===== src/rtl/timer_pkg.sv =====
// -----------------------------------------------------------------------------
// timer_pkg
// Shared definitions for the timer_cmp slot core: register addresses (decoded
// on addr[2:0]), ctrl bit positions, the stored ctrl register layout and a
// helper that builds the ctrl read-back word.
// -----------------------------------------------------------------------------
package timer_pkg;

  localparam logic [2:0] REG_CNT_LO  = 3'd0;
  localparam logic [2:0] REG_SNAP_HI = 3'd1;
  localparam logic [2:0] REG_CTRL    = 3'd2;
  localparam logic [2:0] REG_CMP_LO  = 3'd3;
  localparam logic [2:0] REG_CMP_HI  = 3'd4;
  localparam logic [2:0] REG_STATUS  = 3'd5;
  localparam logic [2:0] REG_PS      = 3'd6;

  localparam int CTRL_GO  = 0;
  localparam int CTRL_CLR = 1;
  localparam int CTRL_AR  = 2;
  localparam int CTRL_OS  = 3;
  localparam int CTRL_IE  = 4;

  // clear is a write-only pulse, so it has no storage here.
  typedef struct packed {
    logic irq_en;
    logic one_shot;
    logic auto_reload;
    logic go;
  } ctrl_t;

  function automatic logic [31:0] ctrl_rd(input ctrl_t c);
    logic [31:0] w;
    w           = '0;
    w[CTRL_GO]  = c.go;
    w[CTRL_AR]  = c.auto_reload;
    w[CTRL_OS]  = c.one_shot;
    w[CTRL_IE]  = c.irq_en;
    return w;
  endfunction

endpackage


===== src/rtl/timer_prescaler.sv =====
// -----------------------------------------------------------------------------
// timer_prescaler
// Divides the count-enable: tick is high for one cycle out of every
// (divisor+1) enabled cycles. Only built when TIMER_PRESCALE_EN is defined.
//   clk      in   core clock
//   reset    in   asynchronous active-high reset
//   en       in   advance the phase (timer go)
//   clr      in   zero the phase (takes priority over en)
//   divisor  in   PS_W-bit divide value
//   tick     out  count-enable event
// -----------------------------------------------------------------------------
`ifdef TIMER_PRESCALE_EN
module timer_prescaler #(
  parameter int PS_W = 16
) (
  input  logic            clk,
  input  logic            reset,
  input  logic            en,
  input  logic            clr,
  input  logic [PS_W-1:0] divisor,
  output logic            tick
);

  logic [PS_W-1:0] phase_q;
  logic [PS_W-1:0] phase_d;

  assign tick = en && (phase_q == divisor);

  // If the divisor is lowered below the current phase, the phase runs on and
  // wraps through zero before ticking again; only one long period results.
  always_comb begin
    phase_d = phase_q;
    if (clr) begin
      phase_d = '0;
    end else if (en) begin
      phase_d = (phase_q == divisor) ? '0 : phase_q + PS_W'(1);
    end
  end

  always_ff @(posedge clk or posedge reset) begin
    if (reset) phase_q <= '0;
    else       phase_q <= phase_d;
  end

endmodule
`endif


===== src/rtl/timer_cmp.sv =====
// -----------------------------------------------------------------------------
// timer_cmp
// Compare/reload timer slot core: CNT_W-bit counter with compare register,
// sticky match flag, level interrupt, auto-reload and one-shot modes, and a
// high-word snapshot taken whenever the low count word is read.
// Optional prescaler: define TIMER_PRESCALE_EN.
//   clk      in   core clock
//   reset    in   asynchronous active-high reset
//   cs       in   slot chip select
//   read     in   read strobe (latches snapshot on address 0)
//   write    in   write strobe
//   addr     in   5-bit register address (decoded on addr[2:0])
//   wr_data  in   32-bit write data
//   rd_data  out  32-bit read data, combinational from addr
//   irq      out  match_flag && irq_en
// -----------------------------------------------------------------------------
module timer_cmp
  import timer_pkg::*;
#(
  parameter int CNT_W = 48,
  parameter int PS_W  = 16
) (
  input  logic        clk,
  input  logic        reset,
  input  logic        cs,
  input  logic        read,
  input  logic        write,
  input  logic [4:0]  addr,
  input  logic [31:0] wr_data,
  output logic [31:0] rd_data,
  output logic        irq
);

  localparam int HI_W = CNT_W - 32;

  logic [CNT_W-1:0] cnt_q, cnt_d;
  logic [CNT_W-1:0] cmp_q, cmp_d;
  logic [HI_W-1:0]  snap_q, snap_d;
  ctrl_t            ctrl_q, ctrl_d;
  logic             match_q, match_d;

  logic [2:0] reg_sel;
  logic       wr_en;
  logic       rd_en;
  logic       ctrl_wr;
  logic       clr_pulse;
  logic       tick;
  logic       hit;
  logic       unused_addr;

  assign reg_sel     = addr[2:0];
  assign unused_addr = ^addr[4:3];
  assign wr_en       = cs && write;
  assign rd_en       = cs && read;
  assign ctrl_wr     = wr_en && (reg_sel == REG_CTRL);
  assign clr_pulse   = ctrl_wr && wr_data[CTRL_CLR];
  assign hit         = (cnt_q == cmp_q);
  assign irq         = match_q && ctrl_q.irq_en;

`ifdef TIMER_PRESCALE_EN
  logic [PS_W-1:0] div_q;
  logic            ps_tick;

  always_ff @(posedge clk or posedge reset) begin
    if (reset) begin
      div_q <= '0;
    end else if (wr_en && (reg_sel == REG_PS)) begin
      div_q <= wr_data[PS_W-1:0];
    end
  end

  timer_prescaler #(.PS_W(PS_W)) u_prescaler (
    .clk     (clk),
    .reset   (reset),
    .en      (ctrl_q.go),
    .clr     (clr_pulse),
    .divisor (div_q),
    .tick    (ps_tick)
  );

  // clear suppresses the tick entirely, so no match can be taken with it.
  assign tick = ps_tick && !clr_pulse;
`else
  assign tick = ctrl_q.go && !clr_pulse;
`endif

  always_comb begin
    cnt_d   = cnt_q;
    cmp_d   = cmp_q;
    snap_d  = snap_q;
    ctrl_d  = ctrl_q;
    match_d = match_q;

    if (ctrl_wr) begin
      ctrl_d.go          = wr_data[CTRL_GO];
      ctrl_d.auto_reload = wr_data[CTRL_AR];
      ctrl_d.one_shot    = wr_data[CTRL_OS];
      ctrl_d.irq_en      = wr_data[CTRL_IE];
    end
    if (wr_en && (reg_sel == REG_CMP_LO)) cmp_d[31:0]       = wr_data;
    if (wr_en && (reg_sel == REG_CMP_HI)) cmp_d[CNT_W-1:32] = wr_data[HI_W-1:0];

    // W1C is applied first so that a match in the same cycle overrides it.
    if (wr_en && (reg_sel == REG_STATUS) && wr_data[0]) match_d = 1'b0;

    // High word captured with the low word the reader sees this cycle.
    if (rd_en && (reg_sel == REG_CNT_LO)) snap_d = cnt_q[CNT_W-1:32];

    if (clr_pulse) begin
      cnt_d = '0;
    end else if (tick) begin
      if (hit) begin
        match_d = 1'b1;
        cnt_d   = ctrl_q.auto_reload ? '0 : cnt_q + CNT_W'(1);
        // A software write to ctrl in the same cycle keeps the written go.
        if (ctrl_q.one_shot && !ctrl_wr) ctrl_d.go = 1'b0;
      end else begin
        cnt_d = cnt_q + CNT_W'(1);
      end
    end
  end

  always_ff @(posedge clk or posedge reset) begin
    if (reset) begin
      cnt_q   <= '0;
      cmp_q   <= '1;
      snap_q  <= '0;
      ctrl_q  <= '0;
      match_q <= 1'b0;
    end else begin
      cnt_q   <= cnt_d;
      cmp_q   <= cmp_d;
      snap_q  <= snap_d;
      ctrl_q  <= ctrl_d;
      match_q <= match_d;
    end
  end

  logic [31:0] snap_ext;
  logic [31:0] cmp_hi_ext;
  logic [31:0] ps_ext;

  always_comb begin
    snap_ext             = '0;
    snap_ext[HI_W-1:0]   = snap_q;
    cmp_hi_ext           = '0;
    cmp_hi_ext[HI_W-1:0] = cmp_q[CNT_W-1:32];
    ps_ext               = '0;
`ifdef TIMER_PRESCALE_EN
    ps_ext[PS_W-1:0]     = div_q;
`endif
  end

  always_comb begin
    rd_data = '0;
    case (reg_sel)
      REG_CNT_LO:  rd_data = cnt_q[31:0];
      REG_SNAP_HI: rd_data = snap_ext;
      REG_CTRL:    rd_data = ctrl_rd(ctrl_q);
      REG_CMP_LO:  rd_data = cmp_q[31:0];
      REG_CMP_HI:  rd_data = cmp_hi_ext;
      REG_STATUS:  rd_data = {31'b0, match_q};
      REG_PS:      rd_data = ps_ext;
      default:     rd_data = '0;
    endcase
  end

endmodule


===== config.mk =====
export PLATFORM = sky130hd
export DESIGN_NAME = timer_cmp
export DESIGN_NICKNAME = d
export VERILOG_FILES = /design/src/rtl/timer_pkg.sv /design/src/rtl/timer_prescaler.sv /design/src/rtl/timer_cmp.sv
export SDC_FILE = /design/constraint.sdc
export NUM_CORES = 1
export LEC_CHECK = 0
export CAP_MARGIN = 20
export CORE_MARGIN = 4
export CORE_UTILIZATION = 50
export DETAILED_ROUTE_END_ITERATION = 16
export PLACE_DENSITY_LB_ADDON = 0.08
export SLEW_MARGIN = 20
export SYNTH_ARGS = -nofsm -noshare
export SYNTH_HDL_FRONTEND = slang
export SYNTH_SLANG_ARGS = --single-unit

===== constraint.sdc =====
create_clock -name clk -period 3.05 [get_ports clk]
set_input_delay 0.305 -clock clk [delete_from_list [all_inputs] [get_ports clk]]
set_output_delay 0.305 -clock clk [all_outputs]
set_load 0.05 [all_outputs]

# Word level (Yosys, flattened, before mapping)
# Index checks and enable logic that the tools add are counted.
# classes
addsub,1
n_eq_ne,6
mux,14
n_reduce_logical,16
# ops
op,count
$mux W48,4
$pmux W32 S6,1
$add A48 B1 Y48 const B,1
$eq A48 B48 Y1,1
$logic_and A1 B1 Y1,12
$mux W1,9
$eq A3 B2 Y1 const B,2
$eq A3 B3 Y1 const B,2
$eq A3 B1 Y1 const B,1
$logic_not A3 Y1,1
$logic_not A1 Y1,2
$reduce_bool A2 Y1,1
# totals
register_bits,117
inputBits,42
out_inout_bits,33
word_cells,46

# Longest topological paths before layout
# Gate-level depths: netlist of run 1.
# logic_depth
word_depth,8
mapped_depth,9
mapped_depth_nobuf,7

# Least setup slack after synthesis of run 1
# No wires, ideal clock.
# synth_path
kind,register to register
start,reg cnt_q[10]
end,reg cnt_q[44]
setup_time_ns,0.069
t_arrival_ns,2.550
required_ns,2.981
slack_ns,0.431
stages_incl_launch_ff,9
n_path_buf,2
period_less_slack_ns,2.619
cell_sequence,dfrtp_1 > clkbuf_2 > nand4_2 > or4_4 > or4_4 > buf_6 > or3_1 > or4_1 > nand3_1
# synth_via
elab_chain_len,5
word_cells_on_any_way,6
cone_classes,add/sub: 1; eq/ne: 1; mux: 4
# synth_lines
element,line,rtl
from (decl),timer_cmp.sv:36,"logic [CNT_W-1:0] cnt_q, cnt_d;"
from (signal assigned),timer_cmp.sv:131,cnt_q <= cnt_d;
$add A48 B1 Y48,"timer_cmp.sv:114, timer_cmp.sv:118",
$mux W48,timer_cmp.sv:114,cnt_d = ctrl_q.auto_reload ? '0 : cnt_q + CNT_W'(1);
$mux W48 *,timer_cmp.sv:112,if (hit) begin
$mux W48 *,timer_cmp.sv:111,end else if (tick) begin
$mux W48 *,timer_cmp.sv:109,if (clr_pulse) begin
# Every way passes the cells marked *; elsewhere a longest branch is shown, timed or not. The select of a mux whose other input is x is not followed.
# A chain may end at the register's enable or synchronous reset.

# Final worst setup path of run 1
# layout_path
start,reg cnt_q[9]
end,reg cnt_q[44]
# The elaborated chain is that of the path after synthesis.

==> results of run 1 <==
-- layer usage --
metal | track usage [%] | vias to the layer above | wire, um
li1 | - | 2427 | -
met1 | 34.7 | 2619 | 8430
met5 | 0 | - | 0
met2 | 41.6 | 160 | 8760
met3 | 7.42 | 20 | 1210
met4 | 7.91 | 0 | 269
-- path summary, 6_finish.rpt --
check                                  startpoint                endpoint  depth (start not counted)
max                          cnt_q[9]$_DFFE_PP0P_   cnt_q[44]$_DFFE_PP0P_                          6
min                                         reset   cnt_q[26]$_DFFE_PP0P_                          2
max reg2reg                  cnt_q[9]$_DFFE_PP0P_   cnt_q[44]$_DFFE_PP0P_                          6
min reg2reg                snap_q[11]$_DFFE_PP0P_  snap_q[11]$_DFFE_PP0P_                          1
max in group asynchronous                   reset    cmp_q[2]$_DFFE_PP1P_                          3
min in group clk                      wr_data[25]   cmp_q[25]$_DFFE_PP1P_                          2
-- worst max-delay path: stages, from the launching register on --
cell and delay (ns):
dfrtp_1 0.48, nand4_2 0.22, or4_4 0.59, or4_4 0.58
or3_1 0.39, or4_1 0.41, nand3_1 0.09
-- layout by cell type, fill, tap and decap left out, types with 4 or more instances in the layout --
cell type	netlist	final
a21o_1	7	7
a221o_1	13	13
a22o_1	30	30
a22oi_1	6	6
and2_1	5	5
and3_1	11	11
and4_1	5	5
buf_12	0	31
buf_4	2	39
clkbuf_16	0	17
clkdlybuf4s50_1	0	40
clkinv_2	0	5
dfrtp_1	69	69
dfstp_2	48	48
inv_1	7	6
mux2_2	68	68
nand2_1	63	63
nand3_1	19	19
nand4_1	10	10
nor2_1	14	14
nor2b_1	6	5
nor3_1	6	5
nor4_1	16	15
o21ai_0	43	43
o22ai_1	5	5
o31ai_1	4	4
or3_1	7	7
or4_1	4	4
xnor2_1	18	18
xor2_1	65	65
-- power breakdown --
| group | leakage [nW] | internal [mW] | switching (mW) | total (mW) |
|---|---|---|---|---|
| clock | 0.288 | 1.31 | 0.698 | 2.01 |
| sequential | 1.44 | 2.08 | 0.546 | 2.62 |
| combinational | 1.85 | 0.871 | 0.963 | 1.83 |
| total | 3.58 | 4.26 | 2.21 | 6.47 |
-- sequential cells by signal, summed over array words and instances (netlist names) --
| name | flops |
|---|---|
| snap_q | 16 |
| match_q | 1 |
| cmp_q | 48 |
| ctrl_q | 4 |
| cnt_q | 48 |
-- logic make-up (layout without fill, tap and decap cells) --
family / count (synthesis) / in the layout / share of synthesized area [%]
compound gates: 120 / 120 / 12.9
xor+xnor: 83 / 83 / 11.1
fa+ha+maj: 1 / 1 / 0.190
mux: 69 / 69 / 11.8
buf+inv: 63 / 148 / 3.96
flops: 117 / 117 / 45.4
simple gates: 180 / 180 / 14.7
-- through the flow --
step | utilization, % | std cells
floorplan | - | 633
global placement | 61.8 | 859
detailed placement | 61.8 | 859
CTS | 66.5 | 890
global route | 66.5 | 890
finish | 66.5 | 890
-- layout make-up --
| cell class | count | area [um^2] |
|---|---|---|
| multi-input cells | 453 | 3350 |
| well taps | 172 | 215 |
| fillers | 995 | 4290 |
| clock inverters | 10 | 130 |
| clock buffers | 21 | 460 |
| inverters | 7 | 30.0 |
| repair buffers | 110 | 1310 |
| flip-flops and latches | 117 | 2990 |
==> impl_metrics.env, run 1 <==
export IMPL_ir_drop_v=0.000387
export IMPL_port_buffers=72
export IMPL_cts_setup_buffers=0
export IMPL_synth_ff_type="dfrtp_1"
export IMPL_finClkSkew_ns=0.00605
export IMPL_synth_avg_cell_area_um2=10.4
export IMPL_yosysMostFrequentCell="dfrtp_1"
export IMPL_critPathMaxFanout=9
export IMPL_end_kind="register"
export IMPL_synth_area_leader_cell="dfrtp_1"
export IMPL_hold_viol_final=0
export IMPL_design_area_mm2=0.00849
export IMPL_fin_crit_ns=2.81
export IMPL_synth_cell_type_count=49
export IMPL_p_leak_nw=3.58
export IMPL_place_ws_ns=0.272
export IMPL_die_area_mm2=0.0151
export IMPL_ys_async_sr_fraction_pct=100
export IMPL_cts_resized=0
export IMPL_postCtsHoldBufs=0
export IMPL_num_vias=5226
export IMPL_syn_nets=676
export IMPL_rsz0062_at_grt="false"
export IMPL_die_w_um=123
export IMPL_die_y_um=123
export IMPL_dpl_cell_area_mm2=0.00790
export IMPL_grt_overflow=0
export IMPL_slew_violations=0
export IMPL_first_pass_iters=5
export IMPL_maxSlewHeadroom_pct=25.6
export IMPL_grt_max_degree=39
export IMPL_syn_cell_area_mm2=0.00658
export IMPL_cts_sinks=117
export IMPL_final_setup_tns_ns=0
export IMPL_first_global_vias=5296
export IMPL_ios=75
export IMPL_drt_iter0_drc=386
export IMPL_clk_latency_ns=0.42
export IMPL_core_rowCount=41
export IMPL_start_util_pct=51.5
export IMPL_timing_final_ws_setup_ns=0.238
export IMPL_synth_largest_type_area_fraction_pct=26.3
export IMPL_cts_tree="yes"
export IMPL_syn_instance_count=633
export IMPL_critPathArrivalTime_ns=3.17
export IMPL_powerDensity_mw_per_mm2=762
export IMPL_status="finished, final reports clean"
export IMPL_remaining_drc_errors=0
export IMPL_ys_seq_elements=117
export IMPL_wire_per_inst_um=21.0
export IMPL_start_kind="register"
export IMPL_fin_nets=749
export IMPL_root_buffer="clkbuf_16"
export IMPL_htreeDepth=4
export IMPL_dp_hpwl_mm=13.5
export IMPL_antenna_left=0
export IMPL_num_antenna_cells=0
export IMPL_viasPerCell=5.87
export IMPL_fin_hold_ws_ns=0.383
export IMPL_core_area_mm2=0.0128
export IMPL_grt_use_total_pct=26.1
export IMPL_synth_common_cells="69 x dfrtp_1, 68 x mux2_2, 65 x xor2_1"
export IMPL_fmax_mhz=356
export IMPL_worstMarginPinSlew_ns=1.11
export IMPL_reg2reg_slack_ns=0.24
export IMPL_finalSetupViolCount=0
export IMPL_gp_congestion=0.899
export IMPL_layout_drive_gt1_share_pct=31.3
export IMPL_yosysSeqAreaShare_pct=45.4
export IMPL_antenna_found_initial=0
export IMPL_ys_warn_count=0
export IMPL_total_power_mw=6.47
export IMPL_synth_edf_count=0
export IMPL_drt_total_wl_mm=18.7
export IMPL_cts_buffers=17
export IMPL_required_ns=3.40
export IMPL_drv_cap=0
export IMPL_clkTransAtPathRegs_ns=0.05
export IMPL_syn_to_final_growth_pct=29.1
export IMPL_hold_class="in2async"
export IMPL_finalCritPeriodShare_pct=92.2
export IMPL_crit_type="reg2reg"
export IMPL_cts_buffer_depth=2
export IMPL_synthTopCellsByArea="dfrtp_1 26%, dfstp_2 19%, mux2_2 12%"
export IMPL_grt_first_pass_wirelength_mm=29.3
No activity file was read; power rests on OpenSTA's default activity.
==> run 2: changes to the inputs <==
SETUP_SLACK_MARGIN = 0.15   (was not set)
==> impl_metrics.env, run 2 (synthesis gave the netlist of run 1 again) <==
export IMPL_start_util_pct=51.5
export IMPL_rsz0062_at_grt="false"
export IMPL_syn_to_final_growth_pct=29.2
export IMPL_critPathArrivalTime_ns=3.13
export IMPL_grt_overflow=0
export IMPL_root_buffer="clkbuf_16"
export IMPL_end_kind="register"
export IMPL_first_global_vias=5296
export IMPL_remaining_drc_errors=0
export IMPL_htreeDepth=4
export IMPL_final_cell_mix="68 x mux2_2, 68 x dfrtp_1, 65 x xor2_1"
export IMPL_port_buffers=72
export IMPL_grt_max_degree=39
export IMPL_core_area_mm2=0.0128
export IMPL_antenna_found_initial=0
export IMPL_drt_total_wl_mm=18.7
export IMPL_drv_cap=0
export IMPL_clkTransAtPathRegs_ns=0.05
export IMPL_core_rowCount=41
export IMPL_reg_top3="cmp_q x48, cnt_q x48, snap_q x16"
export IMPL_fin_nets=749
export IMPL_fin_crit_ns=2.78
export IMPL_worstMarginPinSlew_ns=1.10
export IMPL_design_area_mm2=0.00849
export IMPL_fillers=993
export IMPL_cts_sinks=117
export IMPL_fin_hold_ws_ns=0.385
export IMPL_regArea_mm2=0.00299
export IMPL_die_area_mm2=0.0151
export IMPL_final_setup_tns_ns=0
export IMPL_first_pass_iters=6
export IMPL_grt_use_total_pct=26.1
export IMPL_num_vias=5221
export IMPL_slew_violations=0
export IMPL_hold_class="in2async"
export IMPL_start_kind="register"
export IMPL_gp_congestion=0.899
export IMPL_cts_buffers=17
export IMPL_ios=75
export IMPL_fmax_mhz=360
export IMPL_critPathMaxFanout=9
export IMPL_multi_input_area_mm2=0.00336
export IMPL_status="finished, final reports clean"
export IMPL_powerDensity_mw_per_mm2=761
export IMPL_antenna_left=0
export IMPL_p_leak_nw=3.58
export IMPL_postCtsHoldBufs=0
export IMPL_required_ns=3.40
export IMPL_maxSlewHeadroom_pct=26.6
export IMPL_layout_drive_gt1_share_pct=31.6
export IMPL_finalCritPeriodShare_pct=91.2
export IMPL_cts_setup_buffers=0
export IMPL_cts_buffer_depth=2
export IMPL_num_antenna_cells=0
export IMPL_crit_type="reg2reg"
export IMPL_viasPerCell=5.87
export IMPL_die_w_um=123
export IMPL_hold_viol_final=0
export IMPL_total_power_mw=6.47
export IMPL_ir_drop_v=0.000392
export IMPL_grt_first_pass_wirelength_mm=29.3
export IMPL_finalSetupViolCount=0
export IMPL_clk_latency_ns=0.42
export IMPL_wire_per_inst_um=21.0
export IMPL_cts_tree="yes"
export IMPL_dp_hpwl_mm=13.5
export IMPL_die_y_um=123
export IMPL_dpl_cell_area_mm2=0.00790
export IMPL_drt_iter0_drc=369
export IMPL_finClkSkew_ns=0.00841
[run 2: area by class of cell]
type                    instances  area share (%)
inverters                       7           0.354
repair buffers                110            15.5
well taps                     172            2.53
flip-flops and latches        117            35.2
clock inverters                10            1.53
multi-input cells             453            39.5
clock buffers                  21            5.42
[run 2: timing repair]
| item | in CTS | in global routing |
|---|---|---|
| setup endpoints to repair | 0 | 2 |
| resized for setup | 0 | 2 |
| endpoints found under the hold margin | 0 | 0 |
[run 2: critical path, stage by stage (launching register included)]
cell     delay (ns)
dfrtp_1        0.45
nand4_2        0.21
or4_4          0.59
or4_4          0.58
or3_1          0.39
or4_1          0.41
nand3_1        0.09
[run 2: routing by layer]
metal / wire length [um] / global-route usage [%]
met5: 0 / 0
met4: 250 / 7.91
met3: 1200 / 7.42
met2: 8830 / 41.6
met1: 8380 / 34.7
[run 2: path summary, 6_finish.rpt]
| path | slack [ns] | cells past startpoint | start | end |
|---|---|---|---|---|
| setup reg to reg | 0.27 | 6 | cnt_q[11]$_DFFE_PP0P_ | cnt_q[44]$_DFFE_PP0P_ |
| setup / recovery | 0.27 | 6 | cnt_q[11]$_DFFE_PP0P_ | cnt_q[44]$_DFFE_PP0P_ |
| hold / removal | 0.39 | 2 | reset | cnt_q[26]$_DFFE_PP0P_ |
| max in group asynchronous | 1.83 | 3 | reset | cmp_q[2]$_DFFE_PP1P_ |
| min in group clk | 0.50 | 2 | wr_data[25] | cmp_q[25]$_DFFE_PP1P_ |
| hold reg to reg | 0.51 | 1 | snap_q[11]$_DFFE_PP0P_ | snap_q[11]$_DFFE_PP0P_ |
[run 2: stage by stage]
step	util, %	setup WS, ns	instances
final	66.5	0.269	890
after global routing	66.5	0.157	890
after CTS	66.5	0.249	890
after detailed placement	61.8	0.272	859
after global placement	61.8	0.302	859
after floorplan	-	0.431	633
[run 2: power breakdown]
part | leakage [nW] | switching, mW | total [mW] | internal, mW
sequential | 1.44 | 0.544 | 2.62 | 2.08
clock | 0.288 | 0.698 | 2.01 | 1.31
combinational | 1.85 | 0.962 | 1.83 | 0.871
==> run 3: changes to the inputs <==
PLACE_DENSITY = 0.75   (was not set)
PLACE_DENSITY_LB_ADDON = not set   (was 0.08)
==> impl_metrics.env, run 3 (synthesis gave the netlist of run 1 again) <==
export IMPL_status="finished, final reports clean"
export IMPL_die_area_mm2=0.0151
export IMPL_maxSlewHeadroom_pct=30.1
export IMPL_powerDensity_mw_per_mm2=747
export IMPL_end_kind="register"
export IMPL_final_setup_tns_ns=0
export IMPL_core_rowCount=41
export IMPL_cts_sinks=117
export IMPL_viasPerCell=6.02
export IMPL_grt_overflow=0
export IMPL_dp_hpwl_mm=12.8
export IMPL_place_ws_ns=0.297
export IMPL_drv_cap=0
export IMPL_fillers=988
export IMPL_start_kind="register"
export IMPL_critPathArrivalTime_ns=3.14
export IMPL_reg2reg_slack_ns=0.20
export IMPL_fin_hold_ws_ns=0.318
export IMPL_critPathMaxFanout=21
export IMPL_clkTransAtPathRegs_ns=0.05
export IMPL_reg_top3="cmp_q x48, cnt_q x48, snap_q x16"
export IMPL_start_util_pct=51.5
export IMPL_cp_cell_sequence="xor2_1, nor4_1, nand4_1, nor4_2, nand2b_1, buf_4, o21ai_0"
export IMPL_slew_violations=0
export IMPL_grt_first_pass_wirelength_mm=28.7
export IMPL_htreeDepth=4
export IMPL_crit_type="reg2reg"
export IMPL_ir_drop_v=0.000403
export IMPL_cpPeakStageDelay_ns=0.68
export IMPL_port_buffers=72
export IMPL_root_buffer="clkbuf_16"
export IMPL_p_leak_nw=3.48
export IMPL_antenna_left=0
export IMPL_fin_nets=735
export IMPL_num_vias=5270
export IMPL_dpl_cell_area_mm2=0.00779
export IMPL_gp_congestion=0.930
export IMPL_grt_use_total_pct=25.1
export IMPL_drt_total_wl_mm=18.0
export IMPL_first_global_vias=5350
export IMPL_timing_final_ws_setup_ns=0.197
export IMPL_drt_iter0_drc=449
export IMPL_required_ns=3.33
export IMPL_cts_setup_buffers=0
export IMPL_core_area_mm2=0.0128
export IMPL_ios=75
export IMPL_finalCritPeriodShare_pct=93.6
export IMPL_hold_viol_final=0
export IMPL_remaining_drc_errors=0
export IMPL_num_antenna_cells=0
export IMPL_cts_buffer_depth=2
export IMPL_design_area_mm2=0.00832
export IMPL_wire_per_inst_um=20.6
export IMPL_worstMarginPinSlew_ns=1.05
export IMPL_clk_latency_ns=0.42
export IMPL_layout_drive_gt1_share_pct=29.5
export IMPL_cp_slowest_cell="nor4_1"
export IMPL_total_power_mw=6.22
export IMPL_cts_buffers=17
export IMPL_finClkSkew_ns=0.00907
export IMPL_fin_crit_ns=2.85
export IMPL_final_cell_mix="68 x mux2_2, 68 x dfrtp_1, 65 x xor2_1"
export IMPL_fmax_mhz=350
export IMPL_die_w_um=123
export IMPL_finalSetupViolCount=0
export IMPL_grt_max_degree=66
export IMPL_die_y_um=123
export IMPL_first_pass_iters=6
export IMPL_rsz0062_at_grt="false"
export IMPL_hold_class="in2async"
export IMPL_cts_tree="yes"
export IMPL_antenna_found_initial=1
export IMPL_syn_to_final_growth_pct=26.6
-- run 3: cell count changes in the layout (fill, tap and decap cells not counted), sizes merged --
cell / delta
buf: -14
clkbuf: +5
bufinv: -2
clkinvlp: -2
clkinv: -1
-- run 3: metrics by stage --
| stage | util [%] | instances |
|---|---|---|
| floorplan | - | 633 |
| global placement | 61.0 | 845 |
| detailed placement | 61.0 | 845 |
| CTS | 65.1 | 876 |
| global route | 65.2 | 876 |
| finish | 65.2 | 876 |
-- run 3: path summary, 6_finish.rpt --
check                                 startpoint                    end  cells past startpoint
hold / removal                             reset  cmp_q[29]$_DFFE_PP1P_                      2
setup / recovery           cnt_q[16]$_DFFE_PP0P_  cnt_q[15]$_DFFE_PP0P_                      7
setup reg to reg           cnt_q[16]$_DFFE_PP0P_  cnt_q[15]$_DFFE_PP0P_                      7
min in group clk                     wr_data[26]  cmp_q[26]$_DFFE_PP1P_                      2
max in group asynchronous                  reset   cnt_q[9]$_DFFE_PP0P_                      3
hold reg to reg            snap_q[6]$_DFFE_PP0P_  snap_q[6]$_DFFE_PP0P_                      1
-- run 3: area by class of cell --
type	instances	area, um^2	area share [%]
inverter	7	30.0	0.361
multi-input combinational	453	3350	40.3
timing repair buffer	96	1210	14.5
sequential	117	2990	35.9
clock inverter	5	50.0	0.601
tap	172	215	2.59
clock buffer	26	479	5.76
-- run 3: critical path, delay by kind of cell (launching register included) --
family	cells	cell delay [ns]
compound gates	1	0.15
xor+xnor	1	0.19
simple gates	4	1.64
buf+inv	1	0.27
flops	1	0.46
-- run 3: per-layer routing --
metal / share of wire (%) / GRT usage, % / vias up
met2: 47 / 38.7 / 235
li1: - / - / 2391
met3: 8.5 / 8.80 / 51
met4: 2.8 / 9.66 / 2
met1: 42 / 32.4 / 2591
met5: 0.072 / 0 / -
-- run 3: power by group --
| group | internal (mW) | switching, mW | total (mW) | leakage (nW) |
|---|---|---|---|---|
| combinational | 0.830 | 0.920 | 1.75 | 1.78 |
| clock | 1.15 | 0.675 | 1.83 | 0.262 |
| sequential | 2.08 | 0.566 | 2.65 | 1.44 |
-- run 3: repair_timing --
item | 4_1_cts | 5_1_grt
gates resized for setup | 0 | 2
hold buffers | 0 | 0
setup endpoints to repair | 0 | 2
